[src/rtl/mesh_pkg.sv]
// Shared mesh definitions: default packet width, packet type, FIFO occupancy
// states and the port-count helper used by the mesh, its terminals and benches.
package mesh_pkg;

    localparam int unsigned DefaultPckgSz = 40;

    typedef logic [DefaultPckgSz-1:0] pkt_t;

    // Occupancy class of a terminal FIFO, derived from its count.
    typedef enum logic [1:0] {
        StEmpty  = 2'd0,
        StActive = 2'd1,
        StFull   = 2'd2
    } fifo_state_e;

    // Number of external ports on a ROWS x COLUMS mesh.
    function automatic int unsigned N_PORTS(input int unsigned rows, input int unsigned colums);
        return rows * 2 + colums * 2;
    endfunction

endpackage

[src/rtl/mesh_fifo_mem.sv]
// Storage array for the terminal FIFO: Depth x Width registers, one write port
// and one asynchronous read port. Deliberately unreset; validity is tracked by
// the controller's occupancy count.
module mesh_fifo_mem #(
    parameter int unsigned Depth = 8,
    parameter int unsigned Width = 40,
    parameter int unsigned AddrW = $clog2(Depth)
) (
    input  logic             clk_i,
    input  logic             we_i,
    input  logic [AddrW-1:0] waddr_i,
    input  logic [Width-1:0] wdata_i,
    input  logic [AddrW-1:0] raddr_i,
    output logic [Width-1:0] rdata_o
);

    logic [Width-1:0] mem_q [Depth];

    // Write the addressed entry on an accepted push.
    always_ff @(posedge clk_i) begin
        if (we_i) begin
            mem_q[waddr_i] <= wdata_i;
        end
    end

    assign rdata_o = mem_q[raddr_i];

endmodule

[src/rtl/mesh_term_src_fifo.sv]
// Terminal-side source FIFO feeding one external mesh port. Show-ahead: the
// head packet and its pending flag come from registered state only, so a push
// becomes visible the cycle after it is sampled (no empty bypass).
// Optional build macro MESH_TERM_FIFO_STATS_EN adds saturating 32-bit
// push/pop/drop counters as extra outputs.
module mesh_term_src_fifo
    import mesh_pkg::*;
#(
    parameter int unsigned PCKG_SZ = DefaultPckgSz,
    parameter int unsigned DEPTH   = 8,
    parameter int unsigned PORT_ID = 0
) (
    input  logic                         clk,
    input  logic                         reset,
    input  logic                         push,
    input  logic [PCKG_SZ-1:0]           data_in,
    output logic                         full,
    input  logic                         popin,
    output logic                         pndng_i_in,
    output logic [PCKG_SZ-1:0]           data_out_i_in,
    output logic [$clog2(DEPTH+1)-1:0]   count,
    output logic                         overflow,
    output logic                         underflow
`ifdef MESH_TERM_FIFO_STATS_EN
    ,
    output logic [31:0]                  push_cnt,
    output logic [31:0]                  pop_cnt,
    output logic [31:0]                  drop_cnt
`endif
);

    localparam int unsigned PtrW = $clog2(DEPTH);
    localparam int unsigned CntW = $clog2(DEPTH + 1);

    logic [PtrW-1:0]    wr_ptr_q, wr_ptr_d;
    logic [PtrW-1:0]    rd_ptr_q, rd_ptr_d;
    logic [CntW-1:0]    count_q, count_d;
    logic               overflow_q, overflow_d;
    logic               underflow_q, underflow_d;
    logic               do_push, do_pop;
    logic [PCKG_SZ-1:0] mem_rdata;
    fifo_state_e        state;

    // Explicit wrap so non-power-of-two depths work.
    function automatic logic [PtrW-1:0] ptr_inc(input logic [PtrW-1:0] ptr);
        if (ptr == PtrW'(DEPTH - 1)) begin
            return '0;
        end
        return ptr + PtrW'(1);
    endfunction

    // Classify occupancy from the registered count.
    always_comb begin
        state = StActive;
        if (count_q == '0) begin
            state = StEmpty;
        end else if (count_q == CntW'(DEPTH)) begin
            state = StFull;
        end
    end

    // Decide which requests are accepted and compute next pointers, count and flags.
    always_comb begin
        do_push     = 1'b0;
        do_pop      = 1'b0;
        overflow_d  = overflow_q;
        underflow_d = underflow_q;

        unique case (state)
            StEmpty: begin
                do_push = push;
                if (popin) begin
                    underflow_d = 1'b1;
                end
            end
            StActive: begin
                do_push = push;
                do_pop  = popin;
            end
            StFull: begin
                // A push into a full FIFO only fits if the head leaves this cycle.
                do_pop  = popin;
                do_push = push & popin;
                if (push && !popin) begin
                    overflow_d = 1'b1;
                end
            end
            default: ;
        endcase

        count_d = count_q;
        unique case ({do_push, do_pop})
            2'b10:   count_d = count_q + CntW'(1);
            2'b01:   count_d = count_q - CntW'(1);
            default: count_d = count_q;
        endcase

        wr_ptr_d = do_push ? ptr_inc(wr_ptr_q) : wr_ptr_q;
        rd_ptr_d = do_pop  ? ptr_inc(rd_ptr_q) : rd_ptr_q;
    end

    // Control state register; reset discards all queued packets.
    always_ff @(posedge clk or negedge reset) begin
        if (!reset) begin
            wr_ptr_q    <= '0;
            rd_ptr_q    <= '0;
            count_q     <= '0;
            overflow_q  <= 1'b0;
            underflow_q <= 1'b0;
        end else begin
            wr_ptr_q    <= wr_ptr_d;
            rd_ptr_q    <= rd_ptr_d;
            count_q     <= count_d;
            overflow_q  <= overflow_d;
            underflow_q <= underflow_d;
        end
    end

    mesh_fifo_mem #(
        .Depth (DEPTH),
        .Width (PCKG_SZ),
        .AddrW (PtrW)
    ) u_mem (
        .clk_i   (clk),
        .we_i    (do_push),
        .waddr_i (wr_ptr_q),
        .wdata_i (data_in),
        .raddr_i (rd_ptr_q),
        .rdata_o (mem_rdata)
    );

    assign count         = count_q;
    assign full          = (state == StFull);
    assign pndng_i_in    = (state != StEmpty);
    // Zero the head when empty so stale storage never leaks toward the mesh.
    assign data_out_i_in = pndng_i_in ? mem_rdata : '0;
    assign overflow      = overflow_q;
    assign underflow     = underflow_q;

`ifdef MESH_TERM_FIFO_STATS_EN
    logic [31:0] push_cnt_q, pop_cnt_q, drop_cnt_q;
    logic        drop_evt;

    assign drop_evt = (state == StFull) && push && !popin;

    // Saturating event counters.
    always_ff @(posedge clk or negedge reset) begin
        if (!reset) begin
            push_cnt_q <= '0;
            pop_cnt_q  <= '0;
            drop_cnt_q <= '0;
        end else begin
            if (do_push && (push_cnt_q != '1)) begin
                push_cnt_q <= push_cnt_q + 32'd1;
            end
            if (do_pop && (pop_cnt_q != '1)) begin
                pop_cnt_q <= pop_cnt_q + 32'd1;
            end
            if (drop_evt && (drop_cnt_q != '1)) begin
                drop_cnt_q <= drop_cnt_q + 32'd1;
            end
        end
    end

    assign push_cnt = push_cnt_q;
    assign pop_cnt  = pop_cnt_q;
    assign drop_cnt = drop_cnt_q;
`endif

    // Occupancy must stay within the configured depth.
    count_bound_a: assert property (@(posedge clk) disable iff (!reset)
        count_q <= CntW'(DEPTH))
        else $error("mesh_term_src_fifo port %0d: count exceeds depth", PORT_ID);

endmodule

[config.mk]
export PLATFORM = sky130hd
export DESIGN_NAME = mesh_term_src_fifo
export DESIGN_NICKNAME = d
export VERILOG_FILES = /design/src/rtl/mesh_pkg.sv /design/src/rtl/mesh_fifo_mem.sv /design/src/rtl/mesh_term_src_fifo.sv
export SDC_FILE = /design/constraint.sdc
export NUM_CORES = 1
export LEC_CHECK = 0
export ABC_AREA = 1
export BUFFER_PORTS_ARGS = -buffer_cell sky130_fd_sc_hd__buf_2
export CAP_MARGIN = 20
export CORE_UTILIZATION = 60
export DETAILED_ROUTE_END_ITERATION = 6
export HOLD_SLACK_MARGIN = 0.06
export PLACE_DENSITY_LB_ADDON = 0.2
export SYNTH_ARGS = -nofsm -noshare
export SYNTH_HDL_FRONTEND = slang
export SYNTH_SLANG_ARGS = --single-unit
[constraint.sdc]
create_clock -name clk -period 4.7 [get_ports clk]
set_input_delay 0.47 -clock clk [delete_from_list [all_inputs] [get_ports clk]]
set_output_delay 0.47 -clock clk [all_outputs]
set_load 0.05 [all_outputs]
==> run_results.csv <==
group,metric,value,unit
status,outcome,"completed",
clocking,cts_tree,"built",
routing,routed_wl,28800,um
worst_setup_path,crit_path_end_kind,"output pin",
logic_synthesis,yosys.cell_types.count,23,
logic_synthesis,ys_warn_count,0,
floorplan,core_area,22800,um2
floorplan,rows,55,
worst_setup_path,cpPeakStageDelay,0.73,ns
pwr,internal-power,6.58,mW
pwr,seq_power_share,0.346,
pwr,powerDensity,727,nW/um2
logic_synthesis,synth_top_cells_by_area,"edfxtp_1 69%, nand2_1 11%, nor2_1 4.6%, nand3_1 4.6%, inv_1 2.6%",
timing,max_slew_margin,0.285,
worst_setup_path,cp.buffers_inverters,3,
global_route,met1_usage,0.329,
timing,rsz0062_at_grt,"no",
clocking,cts_made_buffers,35,
timing,finalSetupViolations,0,
timing,final.setup.tns,0,ns
cells_and_area,fin_area,15800,um2
worst_setup_path,r2r-start,"count[2]",
clocking,clk_path_buf_depth,3,
routing,viasPerCell,5.31,
logic_synthesis,synth_cells,1290,
routing,drc,0,
worst_setup_path,worstPathCellList,"inv_4 > buf_4 > nand2_1 > nand3_1 > nand2_1 > nand2_1 > nand2_1 > nor2_1 > buf_2",
floorplan,num_io_pins,92,
worst_setup_path,r2r_cells,8,
global_route,antenna_found_initial,0,
routing,drt_pass1_iterations,5,
global_route,grt_first_pass_wirelength,45700,um
floorplan,dieArea,23900,um2
clocking,clockRootBuffer,"clkbuf_16",
cells_and_area,diodes,0,
routing,wl_per_cell,16.9,um
timing,hold-worst-slack,0.248,ns
logic_synthesis,yosysSeqAreaShare,0.709,
placement,place_area,14700,um2
pwr,swShare,0.429,
pwr,ir_drop,0.604,mV
worst_setup_path,cp_slowest_cell,"dfrtp_4",
routing,vias,9067,
worst_setup_path,path_class,"flip-flop to output pin",
worst_setup_path,cp.required,4.23,ns
logic_synthesis,ys_seq_elements,332,
cells_and_area,synthToLayoutAreaGrowth,13.3,%
global_route,busiest_layer,"met2",
timing,finalClockSkew,0.0143,ns
routing,drt-initial-drc-count,828,
worst_setup_path,timing.rr.end,"u_mem.mem_q[3][7]",
placement,io_buffers,91,
worst_setup_path,crit_end,"data_out_i_in[2]",
clocking,clk_pin_slew_worst_paths,0.06,ns
worst_setup_path,cp.arrival,3.32,ns
clocking,clkLatencyLatePin,0.51,ns
timing,maxSlewViolCount,0,
global_route,grt_pass1_vias,8800,
placement,gp_congestion,0.770,
timing,finalHoldViolations,0,
clocking,htree_levels,2,
timing,period_share,0.806,
logic_synthesis,synth_area,14000,um2
cells_and_area,fillers,1632,
logic_synthesis,synth_area_leader_cell,"edfxtp_1",
global_route,grt_max_degree,99,
logic_synthesis,syn-num-nets,1344,
timing,period_needed,3.79,ns
worst_setup_path,crit_family,"buffers and inverters",
timing,fmax,0.264,GHz
floorplan,dieHeight,155,um
floorplan,fp.dieW,155,um
routing,ant_nets,0,
global_route,use_met2,0.428,
worst_setup_path,cp_max_fo,77,
placement,place_hpwl,15700,um
cells_and_area,final_nets,1426,
logic_synthesis,yosys.area.top_type_share,0.687,
pwr,clkPwrFrac,0.242,
worst_setup_path,crit_top_cell,"nand2_1",
pwr,p_switching,4.93,mW
worst_setup_path,cp-start-kind,"flip-flop",
floorplan,start_util,0.614,
worst_setup_path,cp-startpoint,"rd_ptr_q[0]",
global_route,grtUsageTotal,0.250,
pwr,pwr-share-comb,0.412,
flow_run,drv_cap,0,
clocking,cts_num_sinks,332,
worst_hold_path,hold_path.class,"input port to flip-flop",
pwr,power.leakage,6.55,nW
worst_setup_path,regToRegSetupSlack,1.43,ns
clocking,post_cts_buffers,0,
logic_synthesis,avgSynthCellArea,10.8,um2
global_route,overflow,0,
timing,tightest_slew,1.07,ns
clocking,ctsResizeCount,0,
cells_and_area,layout-drive-gt1-share,0.123,
worst_setup_path,cp.depth,9,
global_route,grtUsageMet3,0.0387,
cells in the final DEF, fill, tap and decap left out:
master	count
buf_2	91
buf_4	19
bufinv_16	5
clkbuf_1	4
clkbuf_16	37
clkbuf_8	2
clkinv_1	9
clkinv_2	3
clkinv_4	1
clkinvlp_4	1
dfrtp_1	9
dfrtp_2	2
dfrtp_4	1
dlygate4sd3_1	1
edfxtp_1	320
fa_1	1
ha_1	9
inv_1	96
inv_4	1
nand2_1	427
nand3_1	129
nand4_1	4
nor2_1	165
nor2_4	8
o21ai_0	31
o21ai_1	14
o21bai_1	2
or2_2	1
xnor2_1	1
xor2_1	1
worst reg2reg max path, stage by stage (launching register included):
cell and delay, ns:
dfrtp_1 0.40, inv_1 0.09, nand3_1 0.14, inv_1 0.07
ha_1 0.19, inv_1 0.10, nand3_1 0.68, nor2_4 0.92
buf_4 0.37
timing repair:
action,CTS,global route
hold buffers,1,0
setup endpoints to repair,0,0
hold endpoints to repair,12,0
registers in the layout, summed over array words and instances (netlist names):
signal       cells
count            4
underflow        1
overflow         1
rd_ptr_q         3
wr_ptr_q         3
u_mem.mem_q    320
kinds of logic (layout without fill, tap and decap cells):
kind of cell | Yosys count | after routing | synth area share
compound gates | 47 | 47 | 0.0172
fa+ha+maj | 10 | 10 | 0.00949
buf+inv | 165 | 270 | 0.0537
flops | 332 | 332 | 0.709
simple gates | 734 | 734 | 0.210
xor+xnor | 2 | 2 | 0.00125
stage by stage:
stage               std cells  total power, mW  setup slack, ns   util
floorplan                1290             7.67            0.736      -
global placement         1647             8.72             1.49  0.644
detailed placement       1647             8.78             1.43  0.644
CTS                      1708             11.6            0.922  0.696
global route             1708             12.2            0.688  0.696
finish                   1708             11.5            0.912  0.696
how the worst min path moves through the flow:
stage / from / endpoint / slack [ns] / cells past startpoint
6_report: data_in[27] / u_mem.mem_q[4][27] / 0.25 / 1
4_1_cts: data_in[34] / u_mem.mem_q[7][34] / 0.23 / 1
5_1_grt: data_in[11] / u_mem.mem_q[4][11] / 0.24 / 1
3_5_place_dp: reset / underflow / 0.37 / 1
3_3_place_gp: reset / underflow / 0.37 / 1
2_1_floorplan: reset / count[0] / 0.17 / 0
routing by layer:
layer,wire (um),vias to the layer above
li1,-,4425
met1,12000,4286
met3,1800,46
met2,14400,310
met5,0,-
met4,561,0
cell type report:
cell class	count	area, um2	share of cell area
well taps	313	392	0.0247
clock inverters	17	203	0.0128
repair buffers	111	608	0.0384
inverters	99	379	0.0239
multi-input cells	793	3380	0.213
flip-flops and latches	332	9920	0.626
clock buffers	43	968	0.0611
power by group through the flow:
stage	registers, mW	clock network (mW)	logic (mW)
floorplan	3.98	0	3.69
global placement	4.03	0	4.69
detailed placement	4.04	0	4.74
CTS	3.98	2.82	4.77
global route	4.03	2.94	5.20
finish	3.98	2.79	4.74
synth_stat cells:
cell and count:
buf_1 3, buf_2 15, buf_4 10, buf_6 9, clkbuf_1 29, clkinv_1 1, clkinv_4 1, dfrtp_1 12
edfxtp_1 320, fa_1 1, ha_1 9, inv_1 96, inv_4 1, nand2_1 427, nand3_1 129, nand4_1 4
nor2_1 173, o21ai_0 31, o21ai_1 14, o21bai_1 2, or2_2 1, xnor2_1 1, xor2_1 1
Note: power is estimated with default switching activity, not from simulation.
